### src/rtl/temporal_clause_buffer_bank_if.sv
// Write/select/stream bundle for temporal_clause_buffer_bank; slave = buffer, master = pipeline driver.
// The out channel stalls on out_ready_i; write/select handshakes are accepted only while the buffer is idle.
interface temporal_clause_buffer_bank_if #(
  parameter int NSAT                     = 3,
  parameter int LITERAL_ADDRESS_WIDTH    = 11,
  parameter int MAX_CLAUSES_PER_VARIABLE = 20,
  parameter int NUM_CANDIDATES           = 4,
  parameter int CAND_BITS                = 2,
  parameter int CLAUSE_CNT_BITS          = 5
) ();
  localparam int L1 = LITERAL_ADDRESS_WIDTH + 1;
  localparam int CW = MAX_CLAUSES_PER_VARIABLE * (NSAT - 1) * L1;

  logic                       clear_i;
  logic                       wr_valid_i;
  logic                       wr_ready_o;
  logic [CAND_BITS-1:0]       wr_index_i;
  logic [L1-1:0]              wr_flipped_literal_i;
  logic [CW-1:0]              wr_clause_literals_i;
  logic [CLAUSE_CNT_BITS-1:0] wr_clause_count_i;
  logic                       sel_valid_i;
  logic                       sel_ready_o;
  logic [CAND_BITS-1:0]       sel_index_i;
  logic                       out_valid_o;
  logic                       out_ready_i;
  logic [NSAT*L1-1:0]         out_clause_o;
  logic [CLAUSE_CNT_BITS-1:0] out_clause_idx_o;
  logic                       out_last_o;
  logic                       done_o;
  logic                       sel_err_o;
  logic [NUM_CANDIDATES-1:0]  cand_valid_o;

  modport slave (
    input  clear_i, wr_valid_i, wr_index_i, wr_flipped_literal_i, wr_clause_literals_i,
           wr_clause_count_i, sel_valid_i, sel_index_i, out_ready_i,
    output wr_ready_o, sel_ready_o, out_valid_o, out_clause_o, out_clause_idx_o,
           out_last_o, done_o, sel_err_o, cand_valid_o
  );

  modport master (
    output clear_i, wr_valid_i, wr_index_i, wr_flipped_literal_i, wr_clause_literals_i,
           wr_clause_count_i, sel_valid_i, sel_index_i, out_ready_i,
    input  wr_ready_o, sel_ready_o, out_valid_o, out_clause_o, out_clause_idx_o,
           out_last_o, done_o, sel_err_o, cand_valid_o
  );
endinterface

### src/rtl/temporal_clause_buffer_bank.sv
// Stages clause sets for NUM_CANDIDATES flips and streams the selected one, one clause/cycle from the cycle after select; out_ready_i stalls hold the clause.
// Optional macro TEMPORAL_CLAUSE_BUFFER_RETAIN_EN keeps candidate valid bits after a completed stream.
module temporal_clause_buffer_bank #(
  parameter int NSAT                     = 3,
  parameter int LITERAL_ADDRESS_WIDTH    = 11,
  parameter int MAX_CLAUSES_PER_VARIABLE = 20,
  parameter int NUM_CANDIDATES           = 4,
  parameter int CAND_BITS                = 2,
  parameter int CLAUSE_CNT_BITS          = 5
) (
  input logic                        clk,
  input logic                        reset,
  temporal_clause_buffer_bank_if.slave bus
);
  localparam int L1   = LITERAL_ADDRESS_WIDTH + 1;
  localparam int MAXC = MAX_CLAUSES_PER_VARIABLE;
  localparam int RW   = (NSAT - 1) * L1;
  localparam int CW   = MAXC * RW;
  localparam logic [CLAUSE_CNT_BITS-1:0] MAXC_C = CLAUSE_CNT_BITS'(MAXC);
  localparam logic [CLAUSE_CNT_BITS-1:0] ONE_C  = CLAUSE_CNT_BITS'(1);

  typedef enum logic {IDLE, STREAM} state_e;

  state_e                     state_q;
  logic [NUM_CANDIDATES-1:0]  cand_valid_q;
  logic [CLAUSE_CNT_BITS-1:0] counter_q;
  logic [CAND_BITS-1:0]       sel_q;
  logic                       done_q;
  logic                       sel_err_q;

  logic [L1-1:0]              lit_q [NUM_CANDIDATES];
  logic [CW-1:0]              cls_q [NUM_CANDIDATES];
  logic [CLAUSE_CNT_BITS-1:0] cnt_q [NUM_CANDIDATES];

  logic                       streaming;
  logic                       wr_rdy;
  logic                       wr_fire;
  logic                       sel_fire;
  logic                       wr_in_range;
  logic                       sel_in_range;
  logic                       last;
  logic [CLAUSE_CNT_BITS-1:0] wr_cnt_sat;
  logic [RW-1:0]              slot_rest;

  assign streaming    = (state_q == STREAM);
  assign wr_rdy       = ~streaming & ~reset & ~bus.clear_i;
  assign wr_fire      = wr_rdy & bus.wr_valid_i;
  assign sel_fire     = wr_rdy & ~bus.wr_valid_i & bus.sel_valid_i;
  assign wr_in_range  = int'(bus.wr_index_i) < NUM_CANDIDATES;
  assign sel_in_range = int'(bus.sel_index_i) < NUM_CANDIDATES;
  assign wr_cnt_sat   = (bus.wr_clause_count_i > MAXC_C) ? MAXC_C : bus.wr_clause_count_i;
  // A streamed entry always has count >= 1, so count-1 cannot wrap here.
  assign last         = (counter_q == cnt_q[sel_q] - ONE_C);
  assign slot_rest    = cls_q[sel_q][int'(counter_q)*RW +: RW];

  assign bus.wr_ready_o       = wr_rdy;
  assign bus.sel_ready_o      = wr_rdy & ~bus.wr_valid_i;
  assign bus.out_valid_o      = streaming;
  assign bus.out_last_o       = streaming & last;
  assign bus.out_clause_idx_o = streaming ? counter_q : '0;
  assign bus.out_clause_o     = streaming ? {slot_rest, lit_q[sel_q]} : '0;
  assign bus.done_o           = done_q;
  assign bus.sel_err_o        = sel_err_q;
  assign bus.cand_valid_o     = cand_valid_q;

  // Storage is not reset; only valid entries are ever streamed.
  always_ff @(posedge clk) begin
    if (wr_fire && wr_in_range) begin
      lit_q[bus.wr_index_i] <= bus.wr_flipped_literal_i;
      cls_q[bus.wr_index_i] <= bus.wr_clause_literals_i;
      cnt_q[bus.wr_index_i] <= wr_cnt_sat;
    end
  end

  always_ff @(posedge clk) begin
    if (reset || bus.clear_i) begin
      state_q      <= IDLE;
      cand_valid_q <= '0;
      counter_q    <= '0;
      sel_q        <= '0;
      done_q       <= 1'b0;
      sel_err_q    <= 1'b0;
    end else begin
      done_q    <= 1'b0;
      sel_err_q <= 1'b0;
      case (state_q)
        IDLE: begin
          if (wr_fire) begin
            if (wr_in_range) cand_valid_q[bus.wr_index_i] <= 1'b1;
          end else if (sel_fire) begin
            if (sel_in_range && cand_valid_q[bus.sel_index_i]) begin
              if (cnt_q[bus.sel_index_i] != '0) begin
                state_q   <= STREAM;
                counter_q <= '0;
                sel_q     <= bus.sel_index_i;
              end else begin
                done_q <= 1'b1;
              end
            end else begin
              sel_err_q <= 1'b1;
            end
          end
        end
        STREAM: begin
          if (bus.out_ready_i) begin
            if (last) begin
              state_q   <= IDLE;
              counter_q <= '0;
              done_q    <= 1'b1;
`ifdef TEMPORAL_CLAUSE_BUFFER_RETAIN_EN
              cand_valid_q <= cand_valid_q;
`else
              cand_valid_q <= '0;
`endif
            end else begin
              counter_q <= counter_q + ONE_C;
            end
          end
        end
        default: state_q <= IDLE;
      endcase
    end
  end
endmodule

### src/flat_wrapper.sv
// flat-port wrapper written by rule: the top's interface ports become plain ports
module temporal_clause_buffer_bank_flat 
#(
  parameter int NSAT                     = 3,
  parameter int LITERAL_ADDRESS_WIDTH    = 11,
  parameter int MAX_CLAUSES_PER_VARIABLE = 20,
  parameter int NUM_CANDIDATES           = 4,
  parameter int CAND_BITS                = 2,
  parameter int CLAUSE_CNT_BITS          = 5
)
  (clk, reset, bus_clear_i, bus_wr_valid_i, bus_wr_index_i, bus_wr_flipped_literal_i, bus_wr_clause_literals_i, bus_wr_clause_count_i, bus_sel_valid_i, bus_sel_index_i, bus_out_ready_i, bus_wr_ready_o, bus_sel_ready_o, bus_out_valid_o, bus_out_clause_o, bus_out_clause_idx_o, bus_out_last_o, bus_done_o, bus_sel_err_o, bus_cand_valid_o);
  temporal_clause_buffer_bank_if #(.NSAT(NSAT), .LITERAL_ADDRESS_WIDTH(LITERAL_ADDRESS_WIDTH), .MAX_CLAUSES_PER_VARIABLE(MAX_CLAUSES_PER_VARIABLE), .NUM_CANDIDATES(NUM_CANDIDATES), .CAND_BITS(CAND_BITS), .CLAUSE_CNT_BITS(CLAUSE_CNT_BITS)) bus_i ();
  input logic clk;
  input logic reset;
  input wire logic [$bits(bus_i.clear_i)-1:0] bus_clear_i;
  input wire logic [$bits(bus_i.wr_valid_i)-1:0] bus_wr_valid_i;
  input wire logic [$bits(bus_i.wr_index_i)-1:0] bus_wr_index_i;
  input wire logic [$bits(bus_i.wr_flipped_literal_i)-1:0] bus_wr_flipped_literal_i;
  input wire logic [$bits(bus_i.wr_clause_literals_i)-1:0] bus_wr_clause_literals_i;
  input wire logic [$bits(bus_i.wr_clause_count_i)-1:0] bus_wr_clause_count_i;
  input wire logic [$bits(bus_i.sel_valid_i)-1:0] bus_sel_valid_i;
  input wire logic [$bits(bus_i.sel_index_i)-1:0] bus_sel_index_i;
  input wire logic [$bits(bus_i.out_ready_i)-1:0] bus_out_ready_i;
  output wire logic [$bits(bus_i.wr_ready_o)-1:0] bus_wr_ready_o;
  output wire logic [$bits(bus_i.sel_ready_o)-1:0] bus_sel_ready_o;
  output wire logic [$bits(bus_i.out_valid_o)-1:0] bus_out_valid_o;
  output wire logic [$bits(bus_i.out_clause_o)-1:0] bus_out_clause_o;
  output wire logic [$bits(bus_i.out_clause_idx_o)-1:0] bus_out_clause_idx_o;
  output wire logic [$bits(bus_i.out_last_o)-1:0] bus_out_last_o;
  output wire logic [$bits(bus_i.done_o)-1:0] bus_done_o;
  output wire logic [$bits(bus_i.sel_err_o)-1:0] bus_sel_err_o;
  output wire logic [$bits(bus_i.cand_valid_o)-1:0] bus_cand_valid_o;
  assign bus_i.clear_i = bus_clear_i;
  assign bus_i.wr_valid_i = bus_wr_valid_i;
  assign bus_i.wr_index_i = bus_wr_index_i;
  assign bus_i.wr_flipped_literal_i = bus_wr_flipped_literal_i;
  assign bus_i.wr_clause_literals_i = bus_wr_clause_literals_i;
  assign bus_i.wr_clause_count_i = bus_wr_clause_count_i;
  assign bus_i.sel_valid_i = bus_sel_valid_i;
  assign bus_i.sel_index_i = bus_sel_index_i;
  assign bus_i.out_ready_i = bus_out_ready_i;
  assign bus_wr_ready_o = bus_i.wr_ready_o;
  assign bus_sel_ready_o = bus_i.sel_ready_o;
  assign bus_out_valid_o = bus_i.out_valid_o;
  assign bus_out_clause_o = bus_i.out_clause_o;
  assign bus_out_clause_idx_o = bus_i.out_clause_idx_o;
  assign bus_out_last_o = bus_i.out_last_o;
  assign bus_done_o = bus_i.done_o;
  assign bus_sel_err_o = bus_i.sel_err_o;
  assign bus_cand_valid_o = bus_i.cand_valid_o;
  temporal_clause_buffer_bank #(.NSAT(NSAT), .LITERAL_ADDRESS_WIDTH(LITERAL_ADDRESS_WIDTH), .MAX_CLAUSES_PER_VARIABLE(MAX_CLAUSES_PER_VARIABLE), .NUM_CANDIDATES(NUM_CANDIDATES), .CAND_BITS(CAND_BITS), .CLAUSE_CNT_BITS(CLAUSE_CNT_BITS)) u_core (.clk(clk), .reset(reset), .bus(bus_i));
endmodule
### config.mk
export PLATFORM = sky130hd
export DESIGN_NAME = temporal_clause_buffer_bank_flat
export DESIGN_NICKNAME = d
export VERILOG_FILES = /design/src/rtl/temporal_clause_buffer_bank_if.sv /design/src/rtl/temporal_clause_buffer_bank.sv /design/src/flat_wrapper.sv
export SDC_FILE = /design/constraint.sdc
export NUM_CORES = 2
export LEC_CHECK = 0
export CORE_MARGIN = 3
export CORE_UTILIZATION = 45
export DETAILED_ROUTE_END_ITERATION = 6
export GPL_TIMING_DRIVEN = 1
export PLACE_DENSITY_LB_ADDON = 0.05
export SYNTH_ARGS = -nofsm -noshare
export SYNTH_HDL_FRONTEND = slang
export SYNTH_SLANG_ARGS = --single-unit
### constraint.sdc
create_clock -name clk -period 67.3 [get_ports clk]
set_input_delay 13.46 -clock clk [delete_from_list [all_inputs] [get_ports clk]]
set_output_delay 13.46 -clock clk [all_outputs]
set_load 0.01 [all_outputs]
==> results.json <==
{
  "run_status": "completed",
  "num-nets-final": 4214,
  "die_y_um": 418,
  "finalWeightedCongestion": 0.786,
  "worstSetupStartpointType": "input port",
  "r2r_end": "u_core.cls_q[3][402]$_DFFE_PP_",
  "synth_nets": 3557,
  "seqCellArea_um2": 60000,
  "rr_worst_depth": 9,
  "area_growth_pct": 19.4,
  "grt_start_max_net_pins": 143,
  "syn_area_um2": 76300,
  "synth_top_flop_cell": "sky130_fd_sc_hd__edfxtp_1",
  "io_buffers": 557,
  "clock-sinks": 2004,
  "worst_path_class_setup": "input port to primary output",
  "pwr-share-seq_pct": 54.3,
  "numCtsBuffers": 204,
  "clock_tree_from_tritoncts": "done",
  "ys.warnings.count": 0,
  "timing_hold_violations_final": 0,
  "cell_internal_pwr_uw": 2070,
  "leakage_uw": 0.0274,
  "critPathArrivalTime_ns": 15.08,
  "final_period_minus_worst_setup_slack_ns": 28.54,
  "min_path_type": "register to register",
  "post_synth_top_area_share_pct": 78.2,
  "post_route_cells_drive_above_1_share_pct": 24.9,
  "netlist-cell-type-count": 40,
  "drt-total-wl_mm": 190,
  "first_global_vias": 36900,
  "ctsRootBufferMaster": "sky130_fd_sc_hd__clkbuf_16",
  "grt_first_pass_wirelength_mm": 270,
  "drt_drc_violations_left": 0,
  "worstHoldStart": "u_core.sel_q[1]$_SDFFE_PP0P_",
  "critical_path.startpoint": "reset",
  "cts.path.max_buffers": 3,
  "syn-instance-count": 3048,
  "htree_levels": 4,
  "groute.usage.overall_pct": 21.9,
  "power_per_cell_area_nw_per_um2": 28.1,
  "yosysTopAreaCell": "sky130_fd_sc_hd__edfxtp_1",
  "hold_depth": 2,
  "cts.repair.resized": 0,
  "n_fill_cell": 12700,
  "place.detailed.hpwl_mm": 121,
  "worst_slack_ns": 38.76,
  "rsz0062_at_grt": "false",
  "final_util_pct": 54.3,
  "placeableCoreArea_um2": 168000,
  "post_synth.cell_area_avg_um2": 25.0,
  "timing.rr.start": "u_core.bus.out_valid_o$_SDFF_PP0_",
  "max_cap_violations": 0,
  "fmaxAchievable_ghz": 0.0350,
  "pin_count": 558,
  "whs_endpoint": "u_core.sel_q[1]$_SDFFE_PP0P_",
  "row_count": 150,
  "number_of_enable_type_register_cells_in_the_synthesized_netlist": 1988,
  "final.setup_skew_ns": 0.0196,
  "post_cts_buffers": 0,
  "final_design_area_no_fill_um2": 91100,
  "synth.yosys.seq_area_share_pct": 78.7,
  "antenna_found_initial": 113,
  "synth_area_leaders": "sky130_fd_sc_hd__edfxtp_1 (78%), sky130_fd_sc_hd__mux4_2 (18%), sky130_fd_sc_hd__mux2i_1 (0.91%)",
  "post_drt_wl_per_cell_um": 31.0,
  "vdd_drop_max_mv": 0.0265,
  "ys_async_sr_fraction_pct": 0,
  "report.power.total_uw": 2560,
  "dieArea_um2": 175000,
  "route.detailed.vias_per_inst": 5.69,
  "cts.clk_slew.worst_paths_ns": 0.05,
  "vias": 34700,
  "die_extent_in_x_um": 418,
  "slew_viol_final": 0,
  "setup_viol": 0,
  "start_util_pct": 45.5,
  "synth.ff_latch_count": 2004,
  "initialDrtViolationCount": 2849,
  "switching_power_uw": 489,
  "combPwrFrac_pct": 2.3,
  "global_route.overflow_total": 0,
  "tightest_slew_ns": 1.34,
  "timing.final.crit_share_pct": 42.4,
  "worst_skew_pair.late_latency_ns": 0.82,
  "firstDrtPassIters": 5,
  "drt.antenna.violating_nets": 0,
  "worst_slew_slack_as_a_fraction_of_its_limit_pct": 8.19,
  "critical_path_required_ns": 53.84,
  "critical_path_peak_fanout": 11,
  "reg2reg_setup_slack_ns": 60.89,
  "preCtsSetupSlack_ns": 38.78,
  "clockPowerShare_pct": 43.3,
  "footprint_of_the_multi_input_gates_um2": 15400,
  "placed_cell_area_um2": 84400,
  "worstSetupEndpointType": "primary output",
  "power.share.switching_pct": 19.1,
  "fin_tns_setup_ns": 0,
  "cts_hold_buffers": 0
}
power by group through the flow:
stage	sequential (uW)	combinational, uW	clock [uW]
floorplan	1430	11.2	0
global placement	1420	57.5	0
detailed placement	1420	60.5	0
CTS	1390	60.8	1140
global route	1390	64.4	1190
finish	1390	59.9	1110
state kept, by name (all words and copies together) (netlist names), named ones only:
signal and cells:
u_core.cls_q 1920, u_core.lit_q 48, u_core.counter_q 5, u_core.bus.cand_valid_o 4, u_core.cnt_q 20, u_core.bus.sel_err_o 1
u_core.sel_q 2, u_core.bus.out_valid_o 1, u_core.bus.done_o 1
stage by stage:
step,cells,hold WS (ns)
global placement,5703,0.478
floorplan,3048,0.459
global route,6095,0.529
detailed placement,5703,0.484
CTS,6085,0.501
finish,6110,0.510
critical path: stages:
cell                              delay [ns]
sky130_fd_sc_hd__clkdlybuf4s50_1        0.44
sky130_fd_sc_hd__or2_2                  0.42
sky130_fd_sc_hd__nor2_1                 0.19
sky130_fd_sc_hd__clkdlybuf4s50_1        0.57
area by class of cell:
class | count | share of cell area, %
flip-flops and latches | 2004 | 65.9
well taps | 2204 | 3.03
inverters | 26 | 0.107
clock buffers | 257 | 6.01
diodes | 25 | 0.0687
repair buffers | 613 | 6.69
multi-input cells | 856 | 16.9
clock inverters | 125 | 1.26
cells in the mapped netlist, drive strengths merged, types with 2 or more instances:
library cell / number
edfxtp: 1988
mux4: 596
buf: 92
clkbuf: 70
mux2i: 69
o211ai: 27
inv: 26
and2: 25
o221ai: 22
nor2: 21
a22oi: 18
nand2: 18
dfxtp: 16
a21oi: 14
nand3: 5
xnor2: 5
a211oi: 3
nor2b: 3
nor4: 3
xor2: 3
a221oi: 2
ha: 2
nand2b: 2
nor3: 2
nor3b: 2
nor4b: 2
o21ba: 2
o21bai: 2
worst max-delay path by stage:
stage                              endpoint  slack [ns]  cells after the start
2_1_floorplan  u_core.cls_q[0][0]$_DFFE_PP_       15.44                      4
4_1_cts                      bus_wr_ready_o       38.77                      4
3_3_place_gp                 bus_wr_ready_o       38.75                      4
6_report                     bus_wr_ready_o       38.76                      4
3_5_place_dp                 bus_wr_ready_o       38.78                      4
5_1_grt                      bus_wr_ready_o       38.71                      4
cell usage in the layout (no fill, tap or decap), types with 20 or more instances in the layout:
master	instances
sky130_fd_sc_hd__mux4_2	596
sky130_fd_sc_hd__and2_1	24
sky130_fd_sc_hd__clkbuf_16	210
sky130_fd_sc_hd__o221ai_1	22
sky130_fd_sc_hd__clkinv_2	46
sky130_fd_sc_hd__inv_1	26
sky130_fd_sc_hd__mux2i_1	69
sky130_fd_sc_hd__buf_4	48
sky130_fd_sc_hd__clkdlybuf4s50_1	557
sky130_fd_sc_hd__edfxtp_1	1988
sky130_fd_sc_hd__bufinv_16	20
sky130_fd_sc_hd__o211ai_1	27
sky130_fd_sc_hd__clkbuf_1	43
sky130_fd_sc_hd__clkinv_1	39
sky130_fd_sc_hd__diode_2	25
kinds of logic (layout without fill, tap and decap cells):
family	Yosys count	after routing	synth area share, %
AO/OA/AOI/OAI	93	93	0.915
XOR/XNOR	8	8	0.0918
adder cells (fa/ha/maj)	2	2	0.0328
buffers and inverters	188	1021	1.19
flip-flops	2004	2004	78.7
multiplexers	665	665	18.5
other	0	25	0
AND/OR/NAND/NOR	88	88	0.604
routing by layer:
| layer | part of all wire [%] | track usage, % | wire length (um) |
|---|---|---|---|
| met5 | 0.10 | 0 | 196 |
| met4 | 3.6 | 7.12 | 6820 |
| met3 | 5.2 | 4.40 | 9890 |
| met2 | 52 | 38.1 | 99300 |
| met1 | 39 | 27.6 | 73300 |
(Power assumes the default switching activity.)
